**src/rtl/game_session_ctrl.sv**
```systemverilog
// Game-session controller: login handoff, play gating, level/score/lives, logout lockout.
// Optional pause support is compiled in when GSC_PAUSE_EN is defined.
module game_session_ctrl #(
    parameter int MAX_LEVEL  = 5,
    parameter int LEVEL_W    = 4,
    parameter int SCORE_W    = 7,
    parameter int LEVEL_STEP = 1,
    parameter int LIVES      = 1,
    parameter int DELAY_CYC  = 16
) (
    input  logic               clk,
    input  logic               rst,
    input  logic               passed,
    input  logic               correct,
    input  logic               incorrect,
    input  logic               game_b,
    input  logic               psub_b_in,
    input  logic               seq_b_in,
    input  logic               timeout,
    output logic               ts_enable,
    output logic               ts_reconfig,
    output logic               psub_b_out,
    output logic               seq_b_out,
    output logic               dead,
    output logic               life_lost,
    output logic               checkscore,
    output logic               logout,
    output logic               paused,
    output logic [LEVEL_W-1:0] current_level,
    output logic [SCORE_W-1:0] player_score,
    output logic [2:0]         lives_left
);

    localparam int STEP_W = $clog2(LEVEL_STEP + 1);
    localparam int CNT_W  = $clog2(DELAY_CYC + 1);

    typedef enum logic [2:0] {
        INACTIVE   = 3'd0,
        RECONFIG   = 3'd1,
        WAIT_START = 3'd2,
        PLAY       = 3'd3,
`ifdef GSC_PAUSE_EN
        PAUSE      = 3'd4,
`endif
        GAMEOVER   = 3'd5,
        DELAY      = 3'd6
    } state_e;

    state_e             state_q, state_d;
    logic               ts_enable_q, ts_enable_d;
    logic               ts_reconfig_q, ts_reconfig_d;
    logic               psub_q, psub_d;
    logic               seq_q, seq_d;
    logic               dead_q, dead_d;
    logic               life_lost_q, life_lost_d;
    logic               checkscore_q, checkscore_d;
    logic               logout_q, logout_d;
    logic               paused_q, paused_d;
    logic [LEVEL_W-1:0] level_q, level_d;
    logic [SCORE_W-1:0] score_q, score_d;
    logic [2:0]         lives_q, lives_d;
    logic [STEP_W-1:0]  step_q, step_d;
    logic [CNT_W-1:0]   cnt_q, cnt_d;

    // Next-state and registered-output computation
    always_comb begin
        state_d       = state_q;
        level_d       = level_q;
        score_d       = score_q;
        lives_d       = lives_q;
        step_d        = step_q;
        cnt_d         = cnt_q;
        ts_reconfig_d = 1'b0;
        dead_d        = 1'b0;
        life_lost_d   = 1'b0;
        checkscore_d  = 1'b0;
        logout_d      = 1'b0;

        unique case (state_q)
            INACTIVE: begin
                if (passed) state_d = RECONFIG;
            end
            RECONFIG: begin
                ts_reconfig_d = 1'b1;
                level_d       = '0;
                score_d       = '0;
                lives_d       = 3'(LIVES);
                step_d        = '0;
                state_d       = WAIT_START;
            end
            WAIT_START: begin
                if (game_b) begin
                    state_d = PLAY;
                    level_d = LEVEL_W'(1);
                end else if (psub_b_in) begin
                    state_d  = DELAY;
                    logout_d = 1'b1;
                    cnt_d    = '0;
                end
            end
            PLAY: begin
                if (timeout) begin
                    state_d      = GAMEOVER;
                    checkscore_d = 1'b1;
                end else if (incorrect) begin
                    if (lives_q > 3'd1) begin
                        lives_d     = lives_q - 3'd1;
                        life_lost_d = 1'b1;
                    end else begin
                        lives_d      = '0;
                        dead_d       = 1'b1;
                        checkscore_d = 1'b1;
                        state_d      = GAMEOVER;
                    end
                end else if (correct) begin
                    if (!(&score_q)) score_d = score_q + SCORE_W'(1);
                    if (step_q + STEP_W'(1) == STEP_W'(LEVEL_STEP)) begin
                        step_d = '0;
                        if (level_q != LEVEL_W'(MAX_LEVEL))
                            level_d = level_q + LEVEL_W'(1);
                    end else begin
                        step_d = step_q + STEP_W'(1);
                    end
                end
`ifdef GSC_PAUSE_EN
                else if (game_b) begin
                    state_d = PAUSE;
                end
`endif
            end
`ifdef GSC_PAUSE_EN
            PAUSE: begin
                if (game_b) begin
                    state_d = PLAY;
                end else if (psub_b_in) begin
                    state_d  = DELAY;
                    logout_d = 1'b1;
                    cnt_d    = '0;
                end
            end
`endif
            GAMEOVER: begin
                if (game_b) begin
                    state_d = RECONFIG;
                end else if (psub_b_in) begin
                    state_d  = DELAY;
                    logout_d = 1'b1;
                    cnt_d    = '0;
                end
            end
            DELAY: begin
                if (cnt_q == CNT_W'(DELAY_CYC - 1)) state_d = INACTIVE;
                else cnt_d = cnt_q + CNT_W'(1);
            end
            default: state_d = INACTIVE;
        endcase

        // Buttons pass only while play continues through this edge
        psub_d      = (state_q == PLAY) && (state_d == PLAY) && psub_b_in;
        seq_d       = (state_q == PLAY) && (state_d == PLAY) && seq_b_in;
        ts_enable_d = (state_d == PLAY);
`ifdef GSC_PAUSE_EN
        paused_d    = (state_d == PAUSE);
`else
        paused_d    = 1'b0;
`endif
    end

    // State and output registers with synchronous reset
    always_ff @(posedge clk) begin
        if (rst) begin
            state_q       <= INACTIVE;
            ts_enable_q   <= 1'b0;
            ts_reconfig_q <= 1'b0;
            psub_q        <= 1'b0;
            seq_q         <= 1'b0;
            dead_q        <= 1'b0;
            life_lost_q   <= 1'b0;
            checkscore_q  <= 1'b0;
            logout_q      <= 1'b0;
            paused_q      <= 1'b0;
            level_q       <= '0;
            score_q       <= '0;
            lives_q       <= '0;
            step_q        <= '0;
            cnt_q         <= '0;
        end else begin
            state_q       <= state_d;
            ts_enable_q   <= ts_enable_d;
            ts_reconfig_q <= ts_reconfig_d;
            psub_q        <= psub_d;
            seq_q         <= seq_d;
            dead_q        <= dead_d;
            life_lost_q   <= life_lost_d;
            checkscore_q  <= checkscore_d;
            logout_q      <= logout_d;
            paused_q      <= paused_d;
            level_q       <= level_d;
            score_q       <= score_d;
            lives_q       <= lives_d;
            step_q        <= step_d;
            cnt_q         <= cnt_d;
        end
    end

    assign ts_enable     = ts_enable_q;
    assign ts_reconfig   = ts_reconfig_q;
    assign psub_b_out    = psub_q;
    assign seq_b_out     = seq_q;
    assign dead          = dead_q;
    assign life_lost     = life_lost_q;
    assign checkscore    = checkscore_q;
    assign logout        = logout_q;
    assign paused        = paused_q;
    assign current_level = level_q;
    assign player_score  = score_q;
    assign lives_left    = lives_q;

endmodule

```
**config.mk**
```make
export PLATFORM = sky130hd
export DESIGN_NAME = game_session_ctrl
export DESIGN_NICKNAME = d
export VERILOG_FILES = /design/src/rtl/game_session_ctrl.sv
export SDC_FILE = /design/constraint.sdc
export NUM_CORES = 1
export LEC_CHECK = 0
export ABC_AREA = 1
export BUFFER_PORTS_ARGS = -buffer_cell sky130_fd_sc_hd__buf_2
export CORE_UTILIZATION = 25
export DETAILED_ROUTE_END_ITERATION = 8
export GPL_ROUTABILITY_DRIVEN = 0
export PLACE_DENSITY_LB_ADDON = 0.2
export SYNTH_ARGS = -nofsm -noshare
export SYNTH_HDL_FRONTEND = slang
export SYNTH_SLANG_ARGS = --single-unit
export TNS_END_PERCENT = 5
```
**constraint.sdc**
```tcl
create_clock -name clk -period 1.8 [get_ports clk]
set_clock_uncertainty 0.15 [all_clocks]
set_input_delay 0.18 -clock clk [delete_from_list [all_inputs] [get_ports clk]]
set_output_delay 0.18 -clock clk [all_outputs]
set_load 0.01 [all_outputs]
```
Word-level counts from Yosys, hierarchy flattened
Index checks and enable logic that the tools add are counted.
Widths: inputs -> output; s select.
{ "word_totals": {"reg_bits": 31, "inputBits": 9, "out_inout_bits": 23, "elab_cells": 99} }
{ "op_classes": {"add_sub_neg": 5, "n_lt_le_gt_ge": 1, "eq_ne": 19, "mux": 39, "bitwise": 3, "reduce_logical": 18} }
{ "op_table": {"columns": ["op", "count"], "rows": [
  ["$mux 3", 11],
  ["$mux 7", 4],
  ["$mux 4", 6],
  ["$ne 2x2->1 const B", 10],
  ["$pmux 3 s6", 1],
  ["$mux 5", 3],
  ["$pmux 7 s2", 1],
  ["$reduce_and 7->1", 2],
  ["$pmux 4 s3", 1],
  ["$pmux 5 s2", 1],
  ["$eq 3x2->1 const B", 3],
  ["$mux 1", 9],
  ["$reduce_and 4->1", 2],
  ["$add 7x1->7 const B", 1],
  ["$eq 3x3->1 const B", 2],
  ["$pmux 3 s2", 1],
  ["$reduce_or 3->1", 2],
  ["$add 5x1->5 const B", 1],
  ["$eq 5x4->1 const B", 1],
  ["$reduce_and 5->1", 1],
  ["$add 4x1->4 const B", 1],
  ["$ne 4x3->1 const B", 1],
  ["$reduce_bool 2->1", 2],
  ["$reduce_or 2->1", 2],
  ["other kinds (12)", 16]
]} }

Longest topological paths before layout
{ "logic_depth": {"depth_word": 8, "mapped_depth": 10, "depth_no_buf": 10} }

Worst setup path after synthesis
No wires, ideal clock.
{ "synth_path": {"kind": "reg-to-reg", "start": "reg cnt_q[0]", "end": "reg cnt_q[1]", "setup_time_ns": 0.118, "arrival_ns": 1.263, "t_required_ns": 1.532, "setup_slack_ns": 0.269, "stages_incl_launch_ff": 10, "path_buffers": 0, "synth_period_minus_slack_ns": 1.531, "cell_sequence": "dfxtp_1 -> ha_1 -> nand2_1 -> nor2_1 -> ha_1 -> nor2_4 -> inv_2 -> nand2_1 -> o21ai_0 -> nor2_1"} }
{ "synth_between": {"elab_chain_cells": 3, "elab_cells_between_ends": 6, "cone_classes": "add/sub (1); eq/ne (2); mux (2); reduce/logical (1)"} }
{ "synth_lines": {"columns": ["element", "line", "rtl"], "rows": [
  ["start: declaration", "63", "logic [CNT_W-1:0] cnt_q, cnt_d;"],
  ["start signal: assignment", "202", "cnt_q <= cnt_d;"],
  ["$add 5x1->5 or $eq 5x4->1 (tied branches)", "153, 152", null],
  ["$mux 5 or $ne 2x2->1 (tied branches)", null, null],
  ["$pmux 5 s2 or $reduce_and 4->1 (tied branches)", null, null]
]} }
Parallel ways exist; a longest one is shown, timed or not. The select of a mux whose other input is x is not followed.
A chain may end at the register's enable or synchronous reset.

Worst setup path after layout
{ "layout_path": {"start": "reg cnt_q[1]", "end": "reg cnt_q[1]"} }
The elaborated chain is that of the path after synthesis.

==> summary.md <==
| Metric | Value |
|---|---|
| Via count of the first global-routing pass | 1440 |
| Std-Cell Core Area | 0.00635 mm2 |
| Top-Level Pins | 32 |
| Number of rows in the core area | 29 |
| Timing-limited maximum frequency | 606 MHz |
| Hold path startpoint | incorrect |
| Post-Synthesis Net Count | 253 |
| Synthesized instance count | 237 |
| Sequential-to-total area share from yosys stat | 36.4% |
| CTS buffer count | 5 |
| Number of sinks on the clock net | 30 |
| Number of vias in the routed layout | 1555 |
| Critical register-to-register path startpoint | cnt_q[1]$_SDFFE_PP0P_ |
| Final clock period utilization by the worst path | 91.6% |
| Worst setup EP type | register |
| VDD IR-drop max | 0.388 mV |
| RSZ-0062 raised after global routing | false |
| Grt total ovfl | 0 |
| GR Util All Layers | 11.9% |
| Iteration count of the initial detailed-routing pass | 4 |
| Multi-input logic area | 916 um2 |
| CP Capture Point | cnt_q[1]$_SDFFE_PP0P_ |
| Worst hold stages | 3 |
| Areal power density over the cells | 809 mW/mm2 |
| Clock insertion delay at the later pin of the skew report | 0.28 ns |
| Result of the run | finished, final reports clean |
| Post-route DRC | 0 |
| Total cell area at the placement stage | 0.00195 mm2 |
| Sequential Area | 602 um2 |
| Layout Utilization | 32.2% |
| Buffers added on ports | 30 |
| Horizontal die dimension | 83.2 um |
| Clock tree buffer depth | 2 |
| Violation count after the first detailed-route iteration | 33 |
| Total number of nets in the final design | 297 |
| Total negative slack | 0 ns |
| Global-route wire length before repair | 6.59 mm |
| Setup-failing EPs final | 0 |
| Post-DR wirelength/cell | 10.9 um |
| Min-Delay Path Class | primary input to register |
| Total of flip-flops plus latches after synthesis | 30 |
| Setup CP Type | register to register |
| Required @ worst endpoint | 1.82 ns |
| Per-instance average area after synthesis | 6.96 um2 |
| Worst Hold Margin | 0.0577 ns |
| Total length of routed wires | 3.91 mm |
| Pin count of the biggest net entering global routing | 12 |
| Startpoint Class | register |
| Clock-pin slew on the worst setup and hold paths | 0.06 ns |
| Half-perimeter wire length of the detailed placement result | 2.91 mm |
| Vias per std cell | 4.34 |
| Final slew viol count | 0 |
| Number of cell instances on the worst register-to-register path | 9 |
| Number of antenna violations at the first check in global routing | 0 |
| Setup slack on the worst flop-to-flop path | 0.15 ns |
| Clock tree from TritonCTS | built |
| Die ar. | 0.00692 mm2 |
| Number of distinct library cell variants in the gate-level netlist after synthesis | 31 |
| Worst setup path startpoint | cnt_q[1]$_SDFFE_PP0P_ |
| Number of H-tree levels | 2 |
| Pleak | 0.000941 uW |
| Relative area change from synthesis to final layout | 23.8% |
| Initial Util | 26.0% |
| Yosys synthesis warning count | 0 |
| Number of max-cap violations | 0 |
| Number of hold violations in the final report | 0 |
| Min Tclk post-route | 1.65 ns |
| Endpoint of the most critical register-to-register path | cnt_q[1]$_SDFFE_PP0P_ |
| Number of fillers in the final layout | 689 |
| Clock tree root buffer cell | sky130_fd_sc_hd__clkbuf_8 |
| Vertical die dimension | 83.2 um |
| Number of nets with antenna violations after detailed routing | 0 |
| Largest fanout of any net on the critical path | 8 |
| Total Power Consumption | 1650 uW |
| Number of antenna repair diodes | 0 |
| Cell area after synthesis | 0.00165 mm2 |
| Fraction of layout cells with a size suffix above 1 | 22.4% |
| Data arrival time of the critical path | 1.67 ns |
| Post-layout instance area | 0.00204 mm2 |
-- power by group --
group / switching (uW) / internal (uW) / leakage (uW)
sequential: 32.8 / 704 / 0.000244
combinational: 261 / 149 / 0.000659
clock: 240 / 266 / 0.0000383
-- critical path, stage by stage, from the launching register on --
cell and delay, ns:
sky130_fd_sc_hd__dfxtp_1 0.37, sky130_fd_sc_hd__ha_1 0.18, sky130_fd_sc_hd__nand2_1 0.07, sky130_fd_sc_hd__nor2_1 0.11, sky130_fd_sc_hd__ha_2 0.20, sky130_fd_sc_hd__nor2_4 0.04
sky130_fd_sc_hd__inv_2 0.11, sky130_fd_sc_hd__nand2_1 0.13, sky130_fd_sc_hd__o21ai_1 0.14, sky130_fd_sc_hd__nor2_1 0.05
-- cell usage after synthesis --
master	instances	share of area, %
sky130_fd_sc_hd__nor2_2	1	0.38
sky130_fd_sc_hd__nor2_4	2	1.4
sky130_fd_sc_hd__conb_1	1	0.23
sky130_fd_sc_hd__nand3b_1	1	0.46
sky130_fd_sc_hd__nand2_4	5	3.4
sky130_fd_sc_hd__or2_0	1	0.38
sky130_fd_sc_hd__nand3_1	21	6.4
sky130_fd_sc_hd__nor2_8	1	1.2
sky130_fd_sc_hd__xnor2_1	1	0.53
sky130_fd_sc_hd__buf_4	1	0.46
sky130_fd_sc_hd__ha_1	7	5.3
sky130_fd_sc_hd__clkinv_1	1	0.23
sky130_fd_sc_hd__a211oi_1	1	0.46
sky130_fd_sc_hd__nand2_2	3	1.1
sky130_fd_sc_hd__nand2_1	50	11
sky130_fd_sc_hd__dfxtp_1	30	36
sky130_fd_sc_hd__o21ai_1	1	0.30
sky130_fd_sc_hd__inv_1	27	6.1
sky130_fd_sc_hd__o21bai_1	1	0.46
sky130_fd_sc_hd__xor2_1	2	1.1
sky130_fd_sc_hd__a22oi_1	1	0.46
sky130_fd_sc_hd__nor3_1	1	0.30
sky130_fd_sc_hd__a31oi_1	3	1.1
sky130_fd_sc_hd__nand3_4	1	1.1
sky130_fd_sc_hd__nor3b_1	1	0.46
sky130_fd_sc_hd__a21oi_1	16	4.9
sky130_fd_sc_hd__o21ai_0	9	2.7
sky130_fd_sc_hd__nor2_1	37	8.4
sky130_fd_sc_hd__nand4_1	4	1.5
sky130_fd_sc_hd__inv_2	3	0.68
sky130_fd_sc_hd__clkbuf_1	3	0.68
-- worst min path at each step --
stage | end | slack (ns)
floorplan | seq_b_out$_SDFF_PP0_ | 0.16
global placement | seq_b_out$_SDFF_PP0_ | 0.27
detailed placement | seq_b_out$_SDFF_PP0_ | 0.27
CTS | dead$_SDFF_PP0_ | 0.05
global route | dead$_SDFF_PP0_ | 0.06
finish | dead$_SDFF_PP0_ | 0.06
-- cell type report --
cell class | instances | share of cell area (%)
Inverter | 31 | 5.70
Tap cell | 77 | 4.72
Clock buffer | 7 | 3.74
Multi-Input combinational cell | 172 | 44.9
Sequential cell | 30 | 29.5
Timing Repair Buffer | 41 | 11.5
-- per-stage QoR --
step | std cells | worst slack [ns]
floorplan | 237 | 0.269
global placement | 350 | 0.152
detailed placement | 350 | 0.0869
CTS | 358 | 0.0866
global route | 358 | 0.00393
finish | 358 | 0.151
-- cell families after synthesis --
kind of cell / count (synthesis) / synth area share [%]
and+or+nand+nor: 129 / 37.9
buffers and inverters: 35 / 8.19
DFF: 30 / 36.4
adders and majority gates: 7 / 5.31
other: 1 / 0.227
xor gates and xnor gates: 3 / 1.59
AOI/OAI and AO/OA: 32 / 10.4
-- repair_timing --
item,CTS,global route
resized for setup,0,3
buffers inserted,0,0
hold endpoints to repair,1,0
hold buffers,1,0
setup endpoints to repair,0,3
-- placed cells by master, fill, tap and decap left out --
master	instances
sky130_fd_sc_hd__nand2_4	5
sky130_fd_sc_hd__nand2_2	3
sky130_fd_sc_hd__a22oi_1	1
sky130_fd_sc_hd__nand3b_1	1
sky130_fd_sc_hd__o21ai_0	8
sky130_fd_sc_hd__buf_2	30
sky130_fd_sc_hd__ha_1	6
sky130_fd_sc_hd__a21oi_1	16
sky130_fd_sc_hd__conb_1	1
sky130_fd_sc_hd__dfxtp_1	29
sky130_fd_sc_hd__clkbuf_1	2
sky130_fd_sc_hd__buf_4	10
sky130_fd_sc_hd__ha_2	1
sky130_fd_sc_hd__xor2_1	2
sky130_fd_sc_hd__inv_1	27
sky130_fd_sc_hd__a211oi_1	1
sky130_fd_sc_hd__o21bai_1	1
sky130_fd_sc_hd__nand3_4	1
sky130_fd_sc_hd__nor2_8	1
sky130_fd_sc_hd__clkinv_1	1
sky130_fd_sc_hd__nand3_1	21
sky130_fd_sc_hd__inv_2	3
sky130_fd_sc_hd__dlygate4sd3_1	1
sky130_fd_sc_hd__a31oi_1	3
sky130_fd_sc_hd__nor2_2	1
sky130_fd_sc_hd__nor2_1	37
sky130_fd_sc_hd__nor2_4	2
sky130_fd_sc_hd__dfxtp_2	1
sky130_fd_sc_hd__or2_0	1
sky130_fd_sc_hd__nand2_1	50
sky130_fd_sc_hd__nor3_1	1
sky130_fd_sc_hd__nand4_1	4
sky130_fd_sc_hd__clkbuf_8	5
sky130_fd_sc_hd__nor3b_1	1
sky130_fd_sc_hd__o21ai_1	2
sky130_fd_sc_hd__xnor2_1	1
-- per-layer routing --
layer | wire, um | track usage [%] | vias to the layer above | part of all wire (%)
met2 | 1710 | 18.0 | 26 | 44
met1 | 1980 | 15.6 | 679 | 51
met5 | 0 | 0 | - | 0
met3 | 159 | 3.18 | 7 | 4.1
met4 | 62 | 5.64 | 0 | 1.6
li1 | - | - | 843 | -
-- state kept, by name, summed over array words and instances (netlist names) --
register,flops
player_score,7
cnt_q,5
current_level,4
lives_left,3
state_q,3
checkscore,1
dead,1
life_lost,1
logout,1
psub_b_out,1
seq_b_out,1
ts_enable,1
ts_reconfig,1
No activity file was read; power rests on OpenSTA's default activity.
